File: config.mk
export PLATFORM = sky130hd
export DESIGN_NAME = alu_cmd_sequencer_flat
export DESIGN_NICKNAME = d
export VERILOG_FILES = /design/src/rtl/alu_cmd_sequencer_if.sv /design/src/rtl/alu_cmd_sequencer.sv /design/src/flat_wrapper.sv
export SDC_FILE = /design/constraint.sdc
export NUM_CORES = 1
export LEC_CHECK = 0
export BUFFER_PORTS_ARGS = -buffer_cell sky130_fd_sc_hd__buf_2
export CAP_MARGIN = 20
export CORE_MARGIN = 4
export CORE_UTILIZATION = 46
export CTS_CLUSTER_SIZE = 28
export DETAILED_ROUTE_END_ITERATION = 12
export GPL_ROUTABILITY_DRIVEN = 0
export PLACE_DENSITY = 0.77
export SYNTH_ARGS = -nofsm -noshare
export SYNTH_HDL_FRONTEND = slang
export SYNTH_SLANG_ARGS = --single-unit
File: constraint.sdc
create_clock -name clk -period 1.9 [get_ports clk]
set_input_delay 0.38 -clock clk [delete_from_list [all_inputs] [get_ports clk]]
set_output_delay 0.38 -clock clk [all_outputs]
set_load 0.01 [all_outputs]
File: src/rtl/alu_cmd_sequencer_if.sv
// alu_cmd_sequencer_if
//   Command and response channels of the ALU command sequencer.
//   master : command source (drives cmd_*, rsp_ready)
//   slave  : the sequencer  (drives cmd_ready, rsp_*)
//   cmd_valid/cmd_ready  command handshake
//   cmd_op/a/b           ALU select and operands
//   cmd_use_acc          take operand A from the accumulator (accumulator build only)
//   rsp_valid/rsp_ready  response handshake
//   rsp_result/carry/zero captured ALU outputs
`timescale 1ns/1ps
interface alu_cmd_sequencer_if;
  logic       cmd_valid;
  logic       cmd_ready;
  logic [2:0] cmd_op;
  logic [3:0] cmd_a;
  logic [3:0] cmd_b;
  logic       cmd_use_acc;
  logic       rsp_valid;
  logic       rsp_ready;
  logic [3:0] rsp_result;
  logic       rsp_carry;
  logic       rsp_zero;

  modport master (
    output cmd_valid, cmd_op, cmd_a, cmd_b, cmd_use_acc, rsp_ready,
    input  cmd_ready, rsp_valid, rsp_result, rsp_carry, rsp_zero
  );

  modport slave (
    input  cmd_valid, cmd_op, cmd_a, cmd_b, cmd_use_acc, rsp_ready,
    output cmd_ready, rsp_valid, rsp_result, rsp_carry, rsp_zero
  );
endinterface

File: src/rtl/alu_cmd_sequencer.sv
// alu_cmd_sequencer
//   Sequential front-end for a combinational 4-bit ALU. Accepts one command
//   per handshake, drives the ALU inputs from registers, waits SETTLE_CYCLES
//   clocks, samples result/carry and returns them on the response channel.
//   Optional macro ALU_CMD_ACC_EN adds a running accumulator that captures
//   every result and can replace operand A (cmd_use_acc).
// Ports:
//   clk, rst      clock, synchronous active-high reset
//   bus           command/response channels (slave modport)
//   alu_a/b/sel   registered ALU operand and select outputs
//   alu_result    ALU result input, alu_carry ALU carry input
//   acc           accumulator value (tied 0 without ALU_CMD_ACC_EN)
// Parameters:
//   SETTLE_CYCLES cycles between driving ALU inputs and sampling (1..15)
`timescale 1ns/1ps
module alu_cmd_sequencer #(
  parameter int SETTLE_CYCLES = 1
) (
  input  logic                      clk,
  input  logic                      rst,
  alu_cmd_sequencer_if.slave        bus,
  output logic [3:0]                alu_a,
  output logic [3:0]                alu_b,
  output logic [2:0]                alu_sel,
  input  logic [3:0]                alu_result,
  input  logic                      alu_carry,
  output logic [3:0]                acc
);

  typedef enum logic [1:0] {IDLE, SETTLE, RESP} state_t;

  state_t     state;
  logic [3:0] cnt;

  // Ready is a pure decode of the registered state, never of the inputs.
  assign bus.cmd_ready = (state == IDLE);

`ifdef ALU_CMD_ACC_EN
  logic [3:0] acc_reg;
  assign acc = acc_reg;
`else
  logic unused_use_acc;
  assign unused_use_acc = bus.cmd_use_acc;
  assign acc = 4'h0;
`endif

  always_ff @(posedge clk) begin
    if (rst) begin
      state          <= IDLE;
      cnt            <= 4'h0;
      alu_a          <= 4'h0;
      alu_b          <= 4'h0;
      alu_sel        <= 3'b000;
      bus.rsp_valid  <= 1'b0;
      bus.rsp_result <= 4'h0;
      bus.rsp_carry  <= 1'b0;
      bus.rsp_zero   <= 1'b0;
`ifdef ALU_CMD_ACC_EN
      acc_reg        <= 4'h0;
`endif
    end else begin
      unique case (state)
        IDLE: begin
          if (bus.cmd_valid) begin
            alu_sel <= bus.cmd_op;
            alu_b   <= bus.cmd_b;
`ifdef ALU_CMD_ACC_EN
            alu_a   <= bus.cmd_use_acc ? acc_reg : bus.cmd_a;
`else
            alu_a   <= bus.cmd_a;
`endif
            cnt     <= 4'(SETTLE_CYCLES - 1);
            state   <= SETTLE;
          end
        end
        SETTLE: begin
          // ALU inputs have been stable SETTLE_CYCLES edges when cnt hits 0.
          if (cnt == 4'h0) begin
            bus.rsp_result <= alu_result;
            bus.rsp_carry  <= alu_carry;
            bus.rsp_zero   <= (alu_result == 4'h0);
            bus.rsp_valid  <= 1'b1;
`ifdef ALU_CMD_ACC_EN
            acc_reg        <= alu_result;
`endif
            state          <= RESP;
          end else begin
            cnt <= cnt - 4'h1;
          end
        end
        RESP: begin
          if (bus.rsp_ready) begin
            bus.rsp_valid <= 1'b0;
            state         <= IDLE;
          end
        end
        default: state <= IDLE;
      endcase
    end
  end

endmodule

File: src/flat_wrapper.sv
// flat-port wrapper written by rule: the top's interface ports become plain ports
module alu_cmd_sequencer_flat 
#(
  parameter int SETTLE_CYCLES = 1
)
  (clk, rst, alu_a, alu_b, alu_sel, alu_result, alu_carry, acc, bus_cmd_valid, bus_cmd_op, bus_cmd_a, bus_cmd_b, bus_cmd_use_acc, bus_rsp_ready, bus_cmd_ready, bus_rsp_valid, bus_rsp_result, bus_rsp_carry, bus_rsp_zero);
  alu_cmd_sequencer_if bus_i ();
  input  logic clk;
  input  logic rst;
  output logic [3:0] alu_a;
  output logic [3:0] alu_b;
  output logic [2:0] alu_sel;
  input  logic [3:0] alu_result;
  input  logic alu_carry;
  output logic [3:0] acc;
  input wire logic [$bits(bus_i.cmd_valid)-1:0] bus_cmd_valid;
  input wire logic [$bits(bus_i.cmd_op)-1:0] bus_cmd_op;
  input wire logic [$bits(bus_i.cmd_a)-1:0] bus_cmd_a;
  input wire logic [$bits(bus_i.cmd_b)-1:0] bus_cmd_b;
  input wire logic [$bits(bus_i.cmd_use_acc)-1:0] bus_cmd_use_acc;
  input wire logic [$bits(bus_i.rsp_ready)-1:0] bus_rsp_ready;
  output wire logic [$bits(bus_i.cmd_ready)-1:0] bus_cmd_ready;
  output wire logic [$bits(bus_i.rsp_valid)-1:0] bus_rsp_valid;
  output wire logic [$bits(bus_i.rsp_result)-1:0] bus_rsp_result;
  output wire logic [$bits(bus_i.rsp_carry)-1:0] bus_rsp_carry;
  output wire logic [$bits(bus_i.rsp_zero)-1:0] bus_rsp_zero;
  assign bus_i.cmd_valid = bus_cmd_valid;
  assign bus_i.cmd_op = bus_cmd_op;
  assign bus_i.cmd_a = bus_cmd_a;
  assign bus_i.cmd_b = bus_cmd_b;
  assign bus_i.cmd_use_acc = bus_cmd_use_acc;
  assign bus_i.rsp_ready = bus_rsp_ready;
  assign bus_cmd_ready = bus_i.cmd_ready;
  assign bus_rsp_valid = bus_i.rsp_valid;
  assign bus_rsp_result = bus_i.rsp_result;
  assign bus_rsp_carry = bus_i.rsp_carry;
  assign bus_rsp_zero = bus_i.rsp_zero;
  alu_cmd_sequencer #(.SETTLE_CYCLES(SETTLE_CYCLES)) u_core (.clk(clk), .rst(rst), .bus(bus_i), .alu_a(alu_a), .alu_b(alu_b), .alu_sel(alu_sel), .alu_result(alu_result), .alu_carry(alu_carry), .acc(acc));
endmodule
==> out/results.ini, run 1 <==
[outcome]
status = finished, final reports clean

[yosys]
syn_avg_cell_area_sq_um = 8.423
synthTopCellsByArea = dfxtp_1 46%, a21oi_1 9.7%, nand2_1 8.0%, nand3_1 3.4%, o21ai_1 2.9%
seq_area_frac_synth = 0.4638
synth_top_area_cell = dfxtp_1
synth_commonest_cells = 24 x dfxtp_1, 22 x nand2_1, 20 x a21oi_1, 7 x nand3_1, 6 x o21ai_1
synth_cell_type_count = 30
syn_area_sq_um = 1036
synth_edf_count = 0
synth_seq_cells = 24
synth_fa_ha_area_frac = 0.02415
synth.top_cell.area_share = 0.4638
synth_xor_area_frac = 0
netlist_instances = 123
yosys_warnings = 0
async_flop_share = 0
synth_ff_type = dfxtp_1
yosysMostFrequentCell = dfxtp_1
synth-compound-area-share = 0.1957
synth-simple-area-share = 0.2391
synth_mux_area_frac = 0
synth_top_family_by_area = simple AND/OR/NAND/NOR gates

[cts]
cts_made_buffers = 3
cts.sinks = 24
htreeDepth = 1
clk_path_buf_depth = 2
root_buffer = clkbuf_4
clkSlewWorstSetupHoldPaths_ns = 0.14
cts-resized-gates = 0
cts_hold_buf = 0
postCtsSetupBuffers = 0
clk-insertion-delay-late_ns = 0.32
cts_tree = yes

[layout]
final_nets = 183
syn_to_final_growth_pct = 22.58
drive_gt1_frac = 0.2893
fillerInstances = 194
antennaDiodeCount = 0

[setup_path]
worstSetupEndpointType = flip-flop
cp_num_buf_inv = 1
worstPathRequired_ns = 2.15
cp_top_family = simple AND/OR/NAND/NOR gates
path_max_fanout = 6
cp_data_arrival_time_ns = 1.90
critPathMaxStageDelay_ns = 0.53
worst_path_max_delay_cell = or4_1
path_cells = inv_1 -> ha_1 -> nor4bb_4 -> or4_1 -> a211oi_2
cp-start-kind = flip-flop
critical_path_class = reg -> reg

[global_route]
use_met3 = 0.03730
grt_busiest_layer = met2
grt_use_met1 = 0.1742
grt_pass1_vias = 882
grt.total_usage = 0.1555
antenna_found_initial = 0
grt_first_pass_wirelength_microns = 3926
overflow = 0
met2_usage = 0.2753
grt_max_degree = 25

[timing]
setup_viol = 0
worst_slack_ns = 0.2410
slew_violations = 0
clock.fmax_mhz = 602.8
finalCritPeriodShare = 0.8731
rsz0062_at_grt = no
hold_viol_final = 0
min_period_ns = 1.659
finClkSkew_ns = 0.009430
tns_ns = 0
whs_ns = 0.2762

[flow_run]
maxCapViolCount = 0

[drt]
dr_total_vias = 954
wl_per_cell_microns = 12.76
viasPerCell = 5.129
drc = 0
first_pass_iters = 4
drt_first_iter_violations = 14
wirelength_microns = 2373
ant_nets = 0

[power]
power_density_nw_per_um2 = 1157
p_leak_uw = 0.0005649
ir_drop_mv = 0.7930

[floorplanning]
design.core.area_sq_um = 2042
die_w_microns = 55.46
rows = 16
die_h_microns = 55.46
io_pins = 44
start_util = 0.5074
die-area_sq_um = 3075

[placed_design]
io_buffers = 38
dpl.hpwl_microns = 1747
dp_worst_setup_slack_ns = 0.2956

[worst_hold_path]
hold_class = in -> reg

[sequential cells by signal, indices dropped and copies added, names as in the netlist]
signal and flops:
u_core.alu_a 4, u_core.alu_b 4, u_core.alu_sel 3, u_core.bus.rsp_carry 1, u_core.bus.rsp_result 4, u_core.bus.rsp_valid 1, u_core.bus.rsp_zero 1, u_core.cnt 4
u_core.state 2
[metrics by stage]
step                std cells  utilization  total power (uW)  cell area (sq um)
finish                    186       0.6219              1470               1270
global route              186       0.6219              1569               1270
CTS                       186       0.6219              1485               1270
detailed placement        182       0.5962              1114               1217
global placement          182       0.5962              1094               1217
floorplan                 126            -             979.1               1047
[power by group]
group          leakage (uW)  internal [uW]  switching (uW)
clock             0.0000279            213             155
combinational      0.000340            189             266
sequential         0.000196            578            69.5
total              0.000565            980             490
[worst paths after layout]
| kind | endpoint | start | slack [ns] | cells past startpoint |
|---|---|---|---|---|
| setup / recovery | u_core.cnt[3]$_SDFFE_PP0P_ | u_core.cnt[0]$_SDFFE_PP0P_ | 0.24 | 5 |
| hold reg to reg | u_core.alu_a[0]$_SDFFE_PP0P_ | u_core.alu_a[0]$_SDFFE_PP0P_ | 0.46 | 2 |
| setup reg to reg | u_core.cnt[3]$_SDFFE_PP0P_ | u_core.cnt[0]$_SDFFE_PP0P_ | 0.24 | 5 |
| hold / removal | u_core.alu_a[0]$_SDFFE_PP0P_ | bus_cmd_a[0] | 0.28 | 3 |
[worst min-delay path: stages]
cell and delay [ns]:
buf_2 0.09, nand2_1 0.04, a21oi_1 0.05
[kinds of logic (layout without fill, tap and decap cells)]
logic type / Yosys count / count (layout)
buffers and inverters: 14 / 47
AO/OA/AOI/OAI: 36 / 36
AND/OR/NAND/NOR: 46 / 46
adder cells (fa/ha/maj): 2 / 2
other: 1 / 4
flip-flops: 24 / 24
[per-layer routing]
| metal | routed length [microns] | part of all wire |
|---|---|---|
| met5 | 0 | 0 |
| met3 | 151 | 0.064 |
| met2 | 1219 | 0.51 |
| met4 | 31 | 0.013 |
| met1 | 970 | 0.41 |
[placed cells by master (no fill, tap or decap)]
master     instances
nand2b_1           1
nand2_1           22
nor2_1             4
nor3b_1            1
o21bai_1           2
a22oi_1            1
inv_1              3
nor4bb_4           1
nor3b_2            1
nand3_1            7
bufinv_16          1
a211oi_2           1
nor4_1             2
o211ai_1           1
or4_1              2
dfxtp_1           24
clkbuf_4           3
buf_2             38
o31ai_1            1
o21ai_0            3
or3b_1             2
conb_1             4
ha_1               2
clkinv_1           1
a21oi_1           20
or3_1              2
a211oi_1           1
nor2b_1            1
buf_4              1
o21ai_1            6
[layout make-up]
class / count / area (sq um) / area share
Sequential cell: 24 / 480.5 / 0.3783
Clock buffer: 3 / 22.52 / 0.01773
Multi-Input combinational cell: 88 / 490.5 / 0.3862
Inverter: 4 / 15.01 / 0.01182
Timing Repair Buffer: 39 / 197.7 / 0.1557
Tap cell: 27 / 33.78 / 0.02660
Clock inverter: 1 / 30.03 / 0.02365
No activity file was read; power rests on OpenSTA's default activity.
==> run 2, diff against run 1 <==
CORE_ASPECT_RATIO = 0.6   (was unset)
==> out/results.ini, run 2 (synthesis results as in run 1) <==
[outcome]
status = finished, final reports clean

[timing]
finClkSkew_ns = 0.005744
relSlewSlack = 0.6183
hold_viol_final = 0
worst_slack_ns = 0.2462
tns_ns = 0
finalCritPeriodShare = 0.8704
rsz0062_at_grt = no
setup_viol = 0
min_period_ns = 1.654
tightest_slew_ns = 0.5700
clock.fmax_mhz = 604.7
slew_violations = 0

[cts]
postCtsSetupBuffers = 0
cts-resized-gates = 0
cts.sinks = 24
clk-insertion-delay-late_ns = 0.27
cts_hold_buf = 0
cts_made_buffers = 3
root_buffer = clkbuf_8
htreeDepth = 1
clk_path_buf_depth = 2
clkSlewWorstSetupHoldPaths_ns = 0.08
cts_tree = yes

[layout]
syn_to_final_growth_pct = 23.67
drive_gt1_frac = 0.2938
multi_input_area_sq_um = 490.5
final_nets = 184
antennaDiodeCount = 0
final_common_cell = buf_2
layout_common_cells = 38 x buf_2, 24 x dfxtp_1, 22 x nand2_1
final_cell_count_no_fill = 188
seqCellArea_sq_um = 480.5
fillerInstances = 183

[placed_design]
io_buffers = 38
placedCellCount = 184
dp_worst_setup_slack_ns = 0.2704
dpl.hpwl_microns = 1750

[drt]
wl_per_cell_microns = 12.52
drc = 0
first_pass_iters = 4
ant_nets = 0
dr_total_vias = 954
drt_first_iter_violations = 29
wirelength_microns = 2354
viasPerCell = 5.074

[setup_path]
worstPathRequired_ns = 2.10
critPathMaxStageDelay_ns = 0.53
regToRegSetupSlack_ns = 0.25
worstSetupEndpointType = flip-flop
path_cells = inv_1 -> ha_1 -> nor4bb_4 -> or4_1 -> a211oi_2
ff2ff_path_depth = 5
reg2reg_from = u_core.cnt[0]$_SDFFE_PP0P_
critical_path_class = reg -> reg
worstReg2RegEnd = u_core.cnt[3]$_SDFFE_PP0P_
startpoint = u_core.cnt[0]$_SDFFE_PP0P_
worstSetupEndpoint = u_core.cnt[3]$_SDFFE_PP0P_
cp_data_arrival_time_ns = 1.85
worst_path_max_delay_cell = or4_1
path_max_fanout = 6
cp-start-kind = flip-flop

[global_route]
grt.total_usage = 0.1559
grt_first_pass_wirelength_microns = 3788
grt_max_degree = 25
grt_pass1_vias = 867
overflow = 0
antenna_found_initial = 0

[power]
ir_drop_mv = 0.5047
p_leak_uw = 0.0005707
p_total_uw = 1459
power_density_nw_per_um2 = 1139

[floorplanning]
rows = 12
die_h_microns = 44.76
die_w_microns = 69.27
io_pins = 44
die-area_sq_um = 3100
design.core.area_sq_um = 1982
start_util = 0.5227

[worst_hold_path]
hp-start = bus_cmd_op[1]
hold_class = in -> reg

[flow_run]
maxCapViolCount = 0

[run 2: worst min path at each step]
| stage | slack [ns] | end | cells after the start |
|---|---|---|---|
| 5_1_grt | 0.35 | u_core.alu_a[1]$_SDFFE_PP0P_ | 3 |
| 3_3_place_gp | 0.44 | u_core.alu_sel[2]$_SDFFE_PP0P_ | 2 |
| 2_1_floorplan | 0.45 | u_core.bus.rsp_result[1]$_SDFFE_PP0P_ | 1 |
| 3_5_place_dp | 0.44 | u_core.alu_sel[1]$_SDFFE_PP0P_ | 2 |
| 4_1_cts | 0.33 | u_core.alu_sel[1]$_SDFFE_PP0P_ | 3 |
| 6_report | 0.34 | u_core.alu_sel[1]$_SDFFE_PP0P_ | 3 |
[run 2: area by class of cell]
type                            count  area share
Multi-Input combinational cell     88      0.3828
Sequential cell                    24      0.3750
Tap cell                           28     0.02734
Timing Repair Buffer               40      0.1602
Inverter                            4     0.01172
Clock buffer                        4     0.04297
[run 2: where the power goes]
group          total [uW]  switching (uW)  internal, uW
combinational         466             273           193
clock                 347             162           185
sequential            645            67.5           578
[run 2: through the flow]
stage | util | hold WS (ns) | instance area (sq um)
5_1_grt | 0.6465 | 0.3528 | 1281
6_report | 0.6465 | 0.3359 | 1281
3_3_place_gp | 0.6187 | 0.4391 | 1226
3_5_place_dp | 0.6187 | 0.4446 | 1226
2_1_floorplan | - | 0.4491 | 1047
4_1_cts | 0.6465 | 0.3349 | 1281
[run 2: worst max-delay path, delay by kind of cell (launching register included)]
family | cells | cell delay (ns)
buffers and inverters | 1 | 0.08
AND/OR/NAND/NOR | 2 | 0.71
AO/OA/AOI/OAI | 1 | 0.21
flip-flops | 1 | 0.36
adder cells (fa/ha/maj) | 1 | 0.22
[run 2: routing by layer]
layer | routed length [microns] | global-route usage
met1 | 1141 | 0.1918
met2 | 983 | 0.2443
met3 | 191 | 0.06444
met4 | 37 | 0.07004
met5 | 0 | 0
==> run 3, diff against run 2 <==
CORE_UTILIZATION = 40   (was 46)
PLACE_DENSITY = 0.69   (was 0.77)
==> out/results.ini, run 3 (synthesis results as in run 1) <==
[global_route]
grt.total_usage = 0.1474
grt_pass1_vias = 914
overflow = 0
antenna_found_initial = 0
grt_first_pass_wirelength_microns = 3939
grt_max_degree = 25

[cts]
cts.sinks = 24
clk-insertion-delay-late_ns = 0.26
postCtsSetupBuffers = 0
cts_tree = yes
clkSlewWorstSetupHoldPaths_ns = 0.08
htreeDepth = 1
clk_path_buf_depth = 2
root_buffer = clkbuf_8
cts-resized-gates = 0
cts_made_buffers = 3
cts_hold_buf = 0

[power]
p_total_uw = 1446
power_density_nw_per_um2 = 1126
ir_drop_mv = 0.6046
p_leak_uw = 0.0005707

[floorplanning]
io_pins = 44
rows = 13
die_w_microns = 73.70
design.core.area_sq_um = 2310
die_h_microns = 47.42
start_util = 0.4485
die-area_sq_um = 3495

[drt]
viasPerCell = 4.932
drt_first_iter_violations = 47
wl_per_cell_microns = 12.45
dr_total_vias = 937
first_pass_iters = 4
ant_nets = 0
drc = 0
wirelength_microns = 2366

[layout]
final_area_sq_um = 1284
fillerInstances = 218
utilization = 0.5558
final_common_cell = buf_2
syn_to_final_growth_pct = 23.91
final_nets = 184
drive_gt1_frac = 0.2938
antennaDiodeCount = 0
layout_common_cells = 38 x buf_2, 24 x dfxtp_1, 22 x nand2_1

[setup_path]
worstPathRequired_ns = 2.09
path_cells = inv_1 -> ha_1 -> nor4bb_4 -> or4_1 -> a211oi_2
startpoint = u_core.cnt[0]$_SDFFE_PP0P_
worstSetupEndpointType = flip-flop
cp_top_family = simple AND/OR/NAND/NOR gates
cp_num_buf_inv = 1
critical_path_class = reg -> reg
reg2reg_from = u_core.cnt[0]$_SDFFE_PP0P_
worst_path_max_delay_cell = or4_1
cp-start-kind = flip-flop
path_max_fanout = 6
cp_data_arrival_time_ns = 1.83
critPathMaxStageDelay_ns = 0.52

[worst_hold_path]
hp-start = bus_cmd_op[2]
hold_class = in -> reg

[outcome]
status = finished, final reports clean

[flow_run]
maxCapViolCount = 0

[placed_design]
place_area_sq_um = 1229
io_buffers = 38
dpl.hpwl_microns = 1780
dp_worst_setup_slack_ns = 0.2582

[timing]
tightest_slew_ns = 0.5971
rsz0062_at_grt = no
relSlewSlack = 0.6011
min_period_ns = 1.645
finalCritPeriodShare = 0.8659
setup_viol = 0
slew_violations = 0
worst_slack_ns = 0.2548
clock.fmax_mhz = 607.8
tns_ns = 0
hold_viol_final = 0
finClkSkew_ns = 0.003233

[run 3: power breakdown]
part           switching [uW]  internal (uW)
Combinational             272            194
Sequential               65.6            578
Clock                     152            185
Total                     490            956
[run 3: layout make-up]
| type | count | area, sq um | area share |
|---|---|---|---|
| sequential | 24 | 480.5 | 0.3743 |
| inverter | 4 | 15.01 | 0.01170 |
| multi-input combinational | 88 | 490.5 | 0.3821 |
| clock buffer | 4 | 55.05 | 0.04289 |
| timing repair buffer | 40 | 205.2 | 0.1598 |
| tap | 30 | 37.54 | 0.02924 |
[run 3: final timing paths]
| path | end | slack (ns) | depth (start not counted) |
|---|---|---|---|
| hold reg to reg | u_core.alu_a[0]$_SDFFE_PP0P_ | 0.46 | 2 |
| setup / recovery | u_core.cnt[3]$_SDFFE_PP0P_ | 0.25 | 5 |
| hold / removal | u_core.alu_sel[2]$_SDFFE_PP0P_ | 0.35 | 3 |
| setup reg to reg | u_core.cnt[3]$_SDFFE_PP0P_ | 0.25 | 5 |
[run 3: metal layers]
| metal | GRT usage | vias to the layer above | wire [microns] |
|---|---|---|---|
| met5 | 0 | - | 0 |
| met2 | 0.2324 | 31 | 974 |
| met3 | 0.05451 | 2 | 207 |
| met1 | 0.1962 | 410 | 1174 |
| met4 | 0.03249 | 0 | 10 |
| li1 | - | 494 | - |
[run 3: stage by stage]
stage	cells	hold slack, ns
floorplan	126	0.4491
finish	190	0.3459
CTS	190	0.3393
detailed placement	186	0.4435
global placement	186	0.4393
global route	190	0.3415
[run 3: worst reg2reg max path: stages (launching register included)]
cell and delay, ns:
dfxtp_1 0.35, inv_1 0.08, ha_1 0.23, nor4bb_4 0.18
or4_1 0.52, a211oi_2 0.22
